<file path="src/rtl/score_controller.sv">
// Two-player BCD score sequencer: edge-detects point/undo requests, arbitrates round-robin, detects winner.
// Point: pending E0, grant E1, digits E2, winner/IDLE E3; requests arriving while busy stay pending.
module score_controller #(
  parameter int WIN_SCORE = 11
) (
  input  logic       dyn_clk,
  input  logic       reset,
  input  logic       point_p1,
  input  logic       point_p2,
  input  logic       undo,
  input  logic       new_game,
  output logic [3:0] p1_units,
  output logic [3:0] p1_tens,
  output logic [3:0] p2_units,
  output logic [3:0] p2_tens,
  output logic [1:0] winner,
  output logic       busy
);

  typedef enum logic [1:0] {S_IDLE, S_UPDATE, S_CHECK, S_WON} state_t;
  typedef enum logic [1:0] {G_NONE, G_P1, G_P2, G_UNDO} gnt_t;

  state_t      r_state, w_next_state;
  gnt_t        r_gnt, w_gnt;
  logic [2:0]  r_hist;
  logic        r_pend_p1, r_pend_p2, r_pend_undo;
  logic        r_rr_p2;
  logic        r_last_p2;
  logic        r_hist_vld;
  logic [7:0]  r_p1_bcd, r_p2_bcd;
  logic [1:0]  r_winner;

  logic        w_edge_p1, w_edge_p2, w_edge_undo;
  logic        w_take_p1, w_take_p2, w_take_undo, w_rr_flip;
  logic [7:0]  w_upd_bcd;
  logic [6:0]  w_score;
  logic        w_win;

  function automatic logic [7:0] bcd_inc(input logic [7:0] v);
    if (v == 8'h99)         return v;
    else if (v[3:0] == 4'd9) return {v[7:4] + 4'd1, 4'd0};
    else                    return {v[7:4], v[3:0] + 4'd1};
  endfunction

  function automatic logic [7:0] bcd_dec(input logic [7:0] v);
    if (v == 8'h00)         return v;
    else if (v[3:0] == 4'd0) return {v[7:4] - 4'd1, 4'd9};
    else                    return {v[7:4], v[3:0] - 4'd1};
  endfunction

  assign w_edge_p1   = point_p1 & ~r_hist[0];
  assign w_edge_p2   = point_p2 & ~r_hist[1];
  assign w_edge_undo = undo     & ~r_hist[2];

  assign w_upd_bcd = (r_gnt == G_P2) ? r_p2_bcd : r_p1_bcd;
  assign w_score   = {3'b000, w_upd_bcd[7:4]} * 7'd10 + {3'b000, w_upd_bcd[3:0]};
  assign w_win     = (w_score == 7'(WIN_SCORE));

  assign p1_units = r_p1_bcd[3:0];
  assign p1_tens  = r_p1_bcd[7:4];
  assign p2_units = r_p2_bcd[3:0];
  assign p2_tens  = r_p2_bcd[7:4];
  assign winner   = r_winner;
  assign busy     = (r_state != S_IDLE);

  always_ff @(posedge dyn_clk or negedge reset) begin
    if (!reset) begin
      r_state <= S_IDLE;
      r_gnt   <= G_NONE;
    end else begin
      r_state <= w_next_state;
      r_gnt   <= w_gnt;
    end
  end

  always_comb begin
    w_next_state = r_state;
    w_gnt        = r_gnt;
    w_take_p1    = 1'b0;
    w_take_p2    = 1'b0;
    w_take_undo  = 1'b0;
    w_rr_flip    = 1'b0;
    case (r_state)
      S_IDLE: begin
        w_gnt = G_NONE;
        if (r_pend_p1 && r_pend_p2) begin
          w_rr_flip = 1'b1;
          w_take_p1 = ~r_rr_p2;
          w_take_p2 = r_rr_p2;
          w_gnt     = r_rr_p2 ? G_P2 : G_P1;
          w_next_state = S_UPDATE;
        end else if (r_pend_p1) begin
          w_take_p1    = 1'b1;
          w_gnt        = G_P1;
          w_next_state = S_UPDATE;
        end else if (r_pend_p2) begin
          w_take_p2    = 1'b1;
          w_gnt        = G_P2;
          w_next_state = S_UPDATE;
        end else if (r_pend_undo) begin
          // An undo with no history is consumed without effect
          w_take_undo = 1'b1;
          if (r_hist_vld) begin
            w_gnt        = G_UNDO;
            w_next_state = S_UPDATE;
          end
        end
      end
      S_UPDATE: w_next_state = (r_gnt == G_UNDO) ? S_IDLE : S_CHECK;
      S_CHECK:  w_next_state = w_win ? S_WON : S_IDLE;
      S_WON:    w_next_state = S_WON;
      default:  w_next_state = S_IDLE;
    endcase
    if (new_game) begin
      w_next_state = S_IDLE;
      w_gnt        = G_NONE;
      w_take_p1    = 1'b0;
      w_take_p2    = 1'b0;
      w_take_undo  = 1'b0;
      w_rr_flip    = 1'b0;
    end
  end

  always_ff @(posedge dyn_clk or negedge reset) begin
    if (!reset) begin
      r_hist      <= 3'b000;
      r_pend_p1   <= 1'b0;
      r_pend_p2   <= 1'b0;
      r_pend_undo <= 1'b0;
      r_rr_p2     <= 1'b0;
      r_last_p2   <= 1'b0;
      r_hist_vld  <= 1'b0;
      r_p1_bcd    <= 8'h00;
      r_p2_bcd    <= 8'h00;
      r_winner    <= 2'b00;
    end else begin
      r_hist <= {undo, point_p2, point_p1};
      if (new_game) begin
        r_pend_p1   <= 1'b0;
        r_pend_p2   <= 1'b0;
        r_pend_undo <= 1'b0;
        r_hist_vld  <= 1'b0;
        r_p1_bcd    <= 8'h00;
        r_p2_bcd    <= 8'h00;
        r_winner    <= 2'b00;
      end else if (r_state == S_WON) begin
        r_pend_p1   <= 1'b0;
        r_pend_p2   <= 1'b0;
        r_pend_undo <= 1'b0;
      end else begin
        r_pend_p1   <= (r_pend_p1   & ~w_take_p1)   | w_edge_p1;
        r_pend_p2   <= (r_pend_p2   & ~w_take_p2)   | w_edge_p2;
        r_pend_undo <= (r_pend_undo & ~w_take_undo) | w_edge_undo;
        if (w_rr_flip) r_rr_p2 <= ~r_rr_p2;
        if (r_state == S_UPDATE) begin
          case (r_gnt)
            G_P1: begin
              r_p1_bcd   <= bcd_inc(r_p1_bcd);
              r_last_p2  <= 1'b0;
              r_hist_vld <= 1'b1;
            end
            G_P2: begin
              r_p2_bcd   <= bcd_inc(r_p2_bcd);
              r_last_p2  <= 1'b1;
              r_hist_vld <= 1'b1;
            end
            G_UNDO: begin
              if (r_last_p2) r_p2_bcd <= bcd_dec(r_p2_bcd);
              else           r_p1_bcd <= bcd_dec(r_p1_bcd);
              r_hist_vld <= 1'b0;
            end
            default: ;
          endcase
        end
        if (r_state == S_CHECK && w_win)
          r_winner <= (r_gnt == G_P2) ? 2'b10 : 2'b01;
      end
    end
  end

endmodule

</file>
<file path="config.mk">
export PLATFORM = sky130hd
export DESIGN_NAME = score_controller
export DESIGN_NICKNAME = d
export VERILOG_FILES = /design/src/rtl/score_controller.sv
export SDC_FILE = /design/constraint.sdc
export NUM_CORES = 1
export LEC_CHECK = 0
export ABC_AREA = 1
export BUFFER_PORTS_ARGS = -buffer_cell sky130_fd_sc_hd__buf_2
export CORE_MARGIN = 3
export CORE_UTILIZATION = 24
export CTS_BUF_LIST = sky130_fd_sc_hd__clkbuf_4
export DETAILED_ROUTE_END_ITERATION = 16
export SKIP_CTS_REPAIR_TIMING = 1
export SYNTH_ARGS = -nofsm -noshare
export SYNTH_HDL_FRONTEND = slang
export SYNTH_SLANG_ARGS = --single-unit
</file>
<file path="constraint.sdc">
create_clock -name dyn_clk -period 4.36 [get_ports dyn_clk]
set_input_delay 0 -clock dyn_clk [delete_from_list [all_inputs] [get_ports dyn_clk]]
set_output_delay 0 -clock dyn_clk [all_outputs]
set_load 0.03 [all_outputs]
</file>
==> summary.md <==
The type of the most critical hold path was input port to flip-flop. Global-route met2 utilization: 0.177. The buffer depth of the longest clock path is 2, and the clock-pin slew of the registers on the worst-case setup and hold paths is 0.12 ns. In this run, distinct cell masters in the synthesized netlist total 36. Row generation in the floorplan step produced 36 rows.

The tightest hold path in the finished design has a slack of 0.112 ns. A synthesized cell averages 7.44 sq um. For the number of I/O pins, the log shows 25. The maximum clock rate came out at 312 MHz.

nand2_1 is the most common cell in the netlist. The first-pass GRT wire length was 10200 um; the final antenna diode count was 0. Effective utilization at floorplan: 0.250.

For the static leakage, the log shows 1.39 nW. The power density over the cells was 315 nW/um^2; the register bit total from synthesis was 31. The design draws 883 uW. The run gives 2219 as the number of global-route vias before repair.

Count of nets left with antenna violations after detail routing: 0. The async set-or-reset flop fraction in the synthesized netlist is 1.00. The slew at the pin with the worst max-slew slack was 0.728 ns; the placed cell area was 2710 sq um.

The core area came out at 9910 sq um. For the final routed database, the setup TNS stands at 0 ns. For the worst setup path, the data arrival time is 3.46 ns.

In this run the worst setup path begins at r_gnt[0]. Data required time of the critical path: 4.61 ns. For the worst relative slew slack, the log shows 0.515. Synthesis produced a netlist with a net count of 362. The width of the die works out to 108 um. The biggest fanout along the worst timing path came out at 17. STA classifies the critical path startpoint as a flip-flop. The run gives 4560 um as the detailed-placement wirelength estimate. In the routed design, unresolved DRC markers number 0. The setup path with the least slack is of type flip-flop to flip-flop.

The total count of hold-check failures in the final report was 0; the number of buffers added by the clock tree synthesis step was 5. The clock period could shrink to 3.20 ns. After routing the design area is 2800 sq um. The number of instances in the placed design came out at 482.

The met1 track demand over resource in global routing came out at 0.139. After detailed routing, the average wire length per cell comes to 12.0 um. The number of warnings reported in the yosys synthesis log is 0, and the total of buffers placed on input and output ports is 24. Startpoint of the worst-slack reg-to-reg timing path: r_gnt[0]. Global routing finished with a remaining overflow of 0.

Start point of the worst hold path: new_game. The area fraction of the dominant cell type after synthesis works out to 0.313. For the met3 layer usage reported by global route, the log shows 0.0234. The final standard cell count with taps included and fillers excluded is 494, and the final cycle utilization of the critical path is 0.735.

The share of cells above drive strength 1 was 0.150. The tools report the clock root buffer as clkbuf_4. The run finished with clean final reports. For this run, the post-layout net count is 389. The detailed router finished its first iteration with 79 violations. The number of flops mapped to enable cells by yosys was 0. Across the run, the number of max-cap violations was 0.

The final RePlAce weighted congestion is 0.815, and the part of the Yosys area used for sequential elements is 0.313. For the count of endpoints failing setup in the final report, the log shows 0. After synthesis the cells add up to 2480 sq um. Entering global routing, the biggest net connects 32 pins. The later pin in the worst-skew pair is clocked with a latency of 0.35 ns. Setup clock skew after layout: 0.0105 ns.

The max-slew violation count came out at 0. The global routing's busiest layer is met2. The tools report the number of antenna violations at the first check in global routing as 0. Yosys attributes the largest share of cell area to dfrtp_1, nand2_1, ha_1, inv_1, o21ai_0. Summed over all instances, the cell type with the most area after synthesis is dfrtp_1. The logs give 11600 sq um for the area enclosed by the die boundary and 2 for the number of levels the H-tree was split into.

The average via count per standard cell was 4.42; the synthesized netlist cell count was 333. The clock net in this run drives a total of 31 sinks. Compared with the post-synthesis result, the final layout area differs by 13.1%. The run gives 0.109 as the global-route usage over all layers. IR analysis of the VDD net gives a maximum drop of 0.000103 V. For this run, the detailed router's first-pass iteration total came to 4. The tools report the type of element capturing the critical path as a flip-flop.

Setup repair after global routing left no endpoint under its margin. TritonCTS built the clock tree. In the synthesized netlist the dominant register cell turns out to be dfrtp_1.

In the synthesized netlist, the cells that appear most often are nand2_1, inv_1, o21ai_0. In this run the vertical extent of the chip is 108 um. The tools report the number of vias after detailed routing as 2182. For this block, the routed nets add up to 5940 um of wire.
through the flow:
stage | setup slack [ns] | util
after detailed placement | 1.20 | 0.273
final | 1.16 | 0.283
after global routing | 0.859 | 0.283
after CTS | 1.14 | 0.279
after global placement | 1.36 | 0.273
after floorplan | 1.52 | -
logic make-up after synthesis:
group | share of synthesized area
adders and majority gates | 0.122
and+or+nand+nor | 0.273
AOI/OAI and AO/OA | 0.134
DFF | 0.313
buffers and inverters | 0.105
xor gates and xnor gates | 0.0530
report_power, final:
group	internal (mW)	switching (mW)	total [mW]
clock network	0.0615	0.119	0.180
registers	0.320	0.0466	0.366
logic	0.111	0.225	0.336
flip-flops by register name (all words and copies together) (netlist names):
| register | flops |
|---|---|
| r_hist | 3 |
| r_state | 2 |
| winner | 2 |
| r_pend_p2 | 1 |
| r_p2_bcd | 8 |
| r_pend_undo | 1 |
| r_gnt | 2 |
| r_p1_bcd | 8 |
| r_hist_vld | 1 |
| r_last_p2 | 1 |
| r_pend_p1 | 1 |
| r_rr_p2 | 1 |
worst max-delay path, cell delays in order, from the launching register on:
cell     delay, ns
dfrtp_1       0.43
inv_1         0.09
ha_1          0.50
o21ai_0       0.29
ha_1          0.35
ha_1          0.21
fa_1          0.47
inv_1         0.11
nand3_1       0.08
nand2_1       0.07
nand3_1       0.07
nor2_1        0.13
nand3_2       0.15
nand3_1       0.09
o21ai_1       0.06
routing by layer:
metal | routed length [um] | vias to the layer above
met4 | 110 | 0
met2 | 2750 | 50
met1 | 2790 | 990
li1 | - | 1132
met5 | 0 | -
met3 | 286 | 10
worst paths after layout:
kind,to,cells past startpoint,slack (ns)
max,winner[0],14,1.16
min,r_state[0],4,0.11
max reg2reg,winner[0],14,1.16
min reg2reg,r_last_p2,2,0.53
max in group asynchronous,r_p1_bcd[7],2,3.66
min in group asynchronous,r_p2_bcd[7],2,0.24
final cells by class:
type | count | area [sq um]
sequential | 31 | 776
timing repair buffer | 28 | 160
fill | 1103 | 7110
multi-input combinational | 241 | 1440
tap | 133 | 166
clock inverter | 3 | 20.0
inverter | 53 | 201
clock buffer | 5 | 37.5
layout by cell type, fill, tap and decap left out:
cell           count
nand2_1           71
inv_1             47
o21ai_0           32
dfrtp_1           31
nand3_1           24
buf_2             24
ha_1              21
nor2_1            20
xnor2_1            9
o22ai_1            8
a21oi_1            8
o21ai_1            6
xor2_1             6
inv_2              5
nand4_1            5
clkbuf_4           5
nand2_2            4
nor2_4             4
dlygate4sd3_1      4
a22oi_1            3
nand3_2            3
nor3_1             3
nor2_2             2
fa_1               2
clkinvlp_4         2
or2_2              1
and2_1             1
nand3b_1           1
nand2_4            1
inv_4              1
nand3_4            1
and3_1             1
a31oi_1            1
o211ai_1           1
o31ai_1            1
o32ai_1            1
clkinv_2           1
No activity file was read; power rests on OpenSTA's default activity.
